[src/rtl/capture_pkg.sv]
// Shared constants and types for the DPI output capture stage.
package capture_pkg;

  localparam int DROP_CNT_W    = 16;
  localparam int CAPTURE_WIDTH = 32;
  localparam int CAPTURE_DEPTH = 8;

  typedef logic [DROP_CNT_W-1:0] drop_cnt_t;

endpackage

[src/rtl/capture_fifo.sv]
// Synchronous first-word-fall-through FIFO; occupancy tracked by an explicit level count.
module capture_fifo #(
  parameter int WIDTH = 32,
  parameter int DEPTH = 8
) (
  input  logic                   clk,
  input  logic                   rst_n,
  input  logic                   clear,
  input  logic                   push,
  input  logic                   pop,
  input  logic [WIDTH-1:0]       wr_data,
  output logic [WIDTH-1:0]       rd_data,
  output logic                   rd_valid,
  output logic [$clog2(DEPTH):0] level
);

  localparam int AW = $clog2(DEPTH);
  localparam int LW = AW + 1;

  logic [WIDTH-1:0] mem [DEPTH];
  logic [AW-1:0]    wr_ptr_reg;
  logic [AW-1:0]    rd_ptr_reg;
  logic [LW-1:0]    level_reg;
  logic [LW-1:0]    level_next;

  // Caller guarantees push only when not full (or popping) and pop only when non-empty.
  always_comb begin
    level_next = level_reg;
    case ({push, pop})
      2'b10:   level_next = level_reg + LW'(1);
      2'b01:   level_next = level_reg - LW'(1);
      default: level_next = level_reg;
    endcase
  end

  always_ff @(posedge clk or negedge rst_n) begin
    if (!rst_n) begin
      wr_ptr_reg <= '0;
      rd_ptr_reg <= '0;
      level_reg  <= '0;
    end else if (clear) begin
      wr_ptr_reg <= '0;
      rd_ptr_reg <= '0;
      level_reg  <= '0;
    end else begin
      if (push) wr_ptr_reg <= wr_ptr_reg + AW'(1);
      if (pop)  rd_ptr_reg <= rd_ptr_reg + AW'(1);
      level_reg <= level_next;
    end
  end

  always_ff @(posedge clk) begin
    if (push && !clear) mem[wr_ptr_reg] <= wr_data;
  end

  // Head is forced to zero while empty so reset and flush present a clean bus.
  assign rd_valid = (level_reg != '0);
  assign rd_data  = rd_valid ? mem[rd_ptr_reg] : '0;
  assign level    = level_reg;

endmodule

[src/rtl/dpi_out_capture.sv]
// Capture stage for the DPI model output: change filter, drop accounting and a FWFT buffer.
module dpi_out_capture
  import capture_pkg::*;
#(
  parameter int WIDTH       = CAPTURE_WIDTH,
  parameter int DEPTH       = CAPTURE_DEPTH,
  parameter bit CHANGE_ONLY = 1'b1
) (
  input  logic                   clk,
  input  logic                   reset,
  input  logic                   clear,
  input  logic [WIDTH-1:0]       in_data,
  input  logic                   in_valid,
  output logic [WIDTH-1:0]       out_data,
  output logic                   out_valid,
  input  logic                   out_ready,
  output logic [$clog2(DEPTH):0] level,
  output logic                   overflow,
  output drop_cnt_t              drop_cnt
);

  localparam int LW = $clog2(DEPTH) + 1;

  logic [WIDTH-1:0] last_val_reg;
  logic             last_vld_reg;
  logic             overflow_reg;
  drop_cnt_t        drop_cnt_reg;

  logic accept;
  logic pop;
  logic full;
  logic push;
  logic drop;

  assign accept = in_valid && (!CHANGE_ONLY || !last_vld_reg || (in_data != last_val_reg));
  assign pop    = out_valid && out_ready;
  assign full   = (level == LW'(DEPTH));
  // A pop in the same cycle frees the slot, so a full FIFO still takes the new sample.
  assign push   = accept && (!full || pop);
  assign drop   = accept && full && !pop;

  always_ff @(posedge clk or negedge reset) begin
    if (!reset) begin
      last_val_reg <= '0;
      last_vld_reg <= 1'b0;
      overflow_reg <= 1'b0;
      drop_cnt_reg <= '0;
    end else if (clear) begin
      last_vld_reg <= 1'b0;
      overflow_reg <= 1'b0;
      drop_cnt_reg <= '0;
    end else begin
      // History follows every accepted sample, even one that is then dropped.
      if (accept) begin
        last_val_reg <= in_data;
        last_vld_reg <= 1'b1;
      end
      if (drop) begin
        overflow_reg <= 1'b1;
        if (drop_cnt_reg != '1) drop_cnt_reg <= drop_cnt_reg + 1'b1;
      end
    end
  end

  capture_fifo #(
    .WIDTH (WIDTH),
    .DEPTH (DEPTH)
  ) u_fifo (
    .clk      (clk),
    .rst_n    (reset),
    .clear    (clear),
    .push     (push),
    .pop      (pop),
    .wr_data  (in_data),
    .rd_data  (out_data),
    .rd_valid (out_valid),
    .level    (level)
  );

  assign overflow = overflow_reg;
  assign drop_cnt = drop_cnt_reg;

endmodule

[config.mk]
export PLATFORM = sky130hd
export DESIGN_NAME = dpi_out_capture
export DESIGN_NICKNAME = d
export VERILOG_FILES = /design/src/rtl/capture_pkg.sv /design/src/rtl/capture_fifo.sv /design/src/rtl/dpi_out_capture.sv
export SDC_FILE = /design/constraint.sdc
export NUM_CORES = 1
export LEC_CHECK = 0
export ABC_CLOCK_PERIOD_IN_PS = 12300
export BUFFER_PORTS_ARGS = -buffer_cell sky130_fd_sc_hd__buf_2
export CAP_MARGIN = 5
export CORE_MARGIN = 2
export CORE_UTILIZATION = 55
export CTS_BUF_LIST = sky130_fd_sc_hd__clkbuf_16
export DETAILED_ROUTE_END_ITERATION = 6
export PLACE_DENSITY = 0.74
export SLEW_MARGIN = 10
export SYNTH_ARGS = -nofsm -noshare
export SYNTH_HDL_FRONTEND = slang
export SYNTH_SLANG_ARGS = --single-unit
export TNS_END_PERCENT = 50
[constraint.sdc]
create_clock -name clk -period 12.3 [get_ports clk]
set_input_delay 2.46 -clock clk [delete_from_list [all_inputs] [get_ports clk]]
set_output_delay 2.46 -clock clk [all_outputs]
set_load 0.1 [all_outputs]
==> metrics.csv <==
stage,metric,value,unit
synth,Main synth FF type,edfxtp_1,
cts,TritonCTS buffer count,31,
synth,Synth area leaders,"edfxtp_1 (60%), dfrtp_1 (12%), mux4_2 (11%)",
cts,clk sink count,316,
timing,final worst path period share,0.479,
global_routing,grt total ovfl,0,
drt,post-DR wirelength/cell,22.2,um
synth,register bit total from synthesis,316,
worst_setup_path,Critical Path End Type,register,
synth,XOR/XNOR share of the synthesized area,0.0314,
cts,post-CTS setup buffers,0,
layout,Final Instance Area,0.0146,mm2
synth,area share of the largest cell type after synthesis,0.599,
outcome,status,"complete, no violations",
timing,Rel. slew slack,0.206,
cts,CTS tree,built,
floorplan,Initial Utilization,0.563,
worst_setup_path,CP arrival,6.09,ns
layout,FILL cells,1553,
global_routing,vias in the first global route,7050,
worst_setup_path,CP peak stage delay,0.82,ns
drt,final wirelength,25100,um
cts,"Clk Latency, worst-skew pair",0.56,ns
synth,Post-synth EDFFs,256,
global_routing,initial antenna violation count,3,
drt,first drt pass iteration count,4,
cts,Post-CTS Hold Buffers,0,
synth,simple-gate share of the synthesized area,0.0515,
synth,top-count cell post-synth,edfxtp_1,
synth,"top cells by count, synth","edfxtp_1 (256), mux4_2 (64), nor2_1 (61), dfrtp_1 (60), mux2i_1 (35)",
layout,Post-Layout Cell Count,1132,
synth,post-synthesis cell type count,44,
timing,Hold Fails Final Rpt,0,
cts,H-tree depth,1,
placed_design,Post-DP Area,0.0137,mm2
worst_setup_path,WP buf/inv,2,
power_and_ir_drop,Leak Pwr,5.01,nW
timing,RSZ-0062 raised after global routing,false,
synth,cell count after synthesis,689,
cts,deepest clock path buffer count,3,
layout,area delta synth->final,13.9,%
timing,Worst-Margin Slew,1.19,ns
synth,largest family of logic cells by synthesized area,multiplexers,
synth,Synth Area in Adders,0.00644,
synth,asr flop ratio synth,0.190,
floorplan,num rows,55,
cts,CTS-repair resized insts,0,
floorplan,Core Box Area,0.0228,mm2
worst_hold_path,HP Class,register to register,
drt,average vias per placed instance,5.81,
power_and_ir_drop,Int Pwr,1.95,mW
power_and_ir_drop,Switching Share,0.407,
global_routing,global-route wire length before repair,39100,um
timing,setup_tns,0,ns
layout,Nets,836,
worst_setup_path,Critical Path RT,12.50,ns
synth,"Avg Cell Area, Syn",18.6,um2
cts,clock-pin slew on the worst setup and hold paths,0.06,ns
floorplan,IO Pins,91,
floorplan,Die ar.,0.0246,mm2
layout,max reg flops,256,
placed_design,Inst Count DP,1072,
synth,Mapped Nets,732,
power_and_ir_drop,VDD IR-drop max,0.258,mV
floorplan,Die Y,157,um
timing,f_max,0.170,GHz
floorplan,die width,157,um
worst_setup_path,CP Launch Type,input port,
worst_setup_path,CP Cell Sequence,buf_2 > xor2_1 > nor4_1 > nand4_1 > o31ai_4 > nor2_4 > nand3_1 > nor3_2 > buf_4,
power_and_ir_drop,clock power share,0.254,
synth,register area share after synthesis,0.717,
layout,layout cells sized above 1,0.318,
timing,final slew viol count,0,
drt,DRT iter0 DRCs,429,
power_and_ir_drop,Gate power share,0.365,
synth,synth warn,0,
synth,largest area contributor in the netlist,edfxtp_1,
cts,root buffer cell,clkbuf_16,
synth,post-synthesis cell area,0.0128,mm2
worst_setup_path,Critical Path Fanout Max,33,
synth,mux contribution to synthesized area,0.169,
synth,compound-gate portion of the synthesized area,0.0125,
placed_design,hpwl dp,14600,um
worst_setup_path,critical path class,input port to register,
placed_design,gp weighted congestion,0.815,
drt,post-route ant nets,0,
worst_setup_path,"Max stage delay cell, worst path",nor2_4,
timing,Final Setup Violations,0,
power_and_ir_drop,power density cells,226,mW/mm2
global_routing,total track usage,0.212,
timing,final period demand of the worst path,5.89,ns
flow_run,Max-Cap Viols,0,
power_and_ir_drop,switching pwr,1.34,mW
drt,via count,6578,
timing,Fin Clk Skew,0.0202,ns
global_routing,pin count of the biggest net entering global routing,61,
power_and_ir_drop,sequential share of power,0.382,
worst_setup_path,"delay-heaviest family, CP",simple AND/OR/NAND/NOR gates,
placed_design,Port Buffers,90,
drt,number of remaining DRC errors,0,
-- tightest hold or removal path, stage by stage, from the launching register on --
cell	delay (ns)
dfrtp_1	0.35
nor2_1	0.05
nor2_1	0.09
-- layout by cell type (no fill, tap or decap), types with 5 or more instances in the layout --
master       n
nand3_1      6
edfxtp_1   256
mux4_2      64
nor4_1       8
clkbuf_16   31
buf_2       90
xnor2_1     27
clkinv_2     5
xor2_1      19
clkinv_1    13
nand2b_1     6
nor2_1      55
o21ai_0      7
ha_1         5
mux2i_1     35
a21oi_1      6
nand4_1      7
nor2_4       8
buf_4       10
mux2_2      32
nor3_1       7
dfrtp_1     57
inv_1        8
nand2_1     16
-- final timing paths --
kind	cells past startpoint	end	slack, ns	from
max in group asynchronous	2	u_fifo.rd_ptr_reg[0]	9.58	reset
min in group asynchronous	2	drop_cnt[14]	2.08	reset
max	9	u_fifo.mem[1][13]	6.41	in_data[26]
min reg2reg	2	last_vld_reg	0.53	last_vld_reg
min	2	last_vld_reg	0.53	last_vld_reg
max reg2reg	8	u_fifo.mem[1][13]	8.10	last_val_reg[26]
-- logic make-up (layout without fill, tap and decap cells) --
family / after synthesis / in the layout
adders and majority gates: 6 / 6
other: 0 / 1
muxes: 132 / 132
AOI/OAI and AO/OA: 22 / 22
and+or+nand+nor: 134 / 134
DFF: 316 / 316
buffers and inverters: 33 / 162
xor gates and xnor gates: 46 / 46
-- routing by layer --
| layer | routed length [um] | track usage | share of wire |
|---|---|---|---|
| met3 | 1620 | 0.0399 | 0.065 |
| met1 | 9960 | 0.282 | 0.40 |
| met2 | 13000 | 0.367 | 0.52 |
| met4 | 487 | 0.0511 | 0.019 |
| met5 | 18 | 0 | 0.00072 |
-- power groups by stage --
stage,Sequential [mW],Clock (mW),Combinational [mW]
after CTS,1.26,0.855,1.21
after global routing,1.27,0.895,1.26
after global placement,1.28,0,1.19
after floorplan,1.29,0,0.980
final,1.26,0.836,1.20
after detailed placement,1.28,0,1.21
-- cell type report --
class | count | area, um2 | area share
clock inverters | 27 | 128 | 0.00874
inverters | 3 | 11.3 | 0.000771
diodes | 1 | 2.50 | 0.000171
well taps | 313 | 392 | 0.0268
clock buffers | 31 | 776 | 0.0531
multi-input cells | 340 | 3550 | 0.243
flip-flops and latches | 316 | 9200 | 0.630
repair buffers | 101 | 553 | 0.0379
-- through the flow --
stage               power, mW  setup slack [ns]  hold WS (ns)  utilization
floorplan                2.27              6.17         0.463            -
global placement         2.47              6.03         0.484        0.600
detailed placement       2.49              5.77         0.505        0.600
CTS                      3.33              6.34         0.531        0.640
global route             3.42              6.08         0.542        0.641
finish                   3.30              6.41         0.527        0.641
Power figures use the tool's default switching activity.
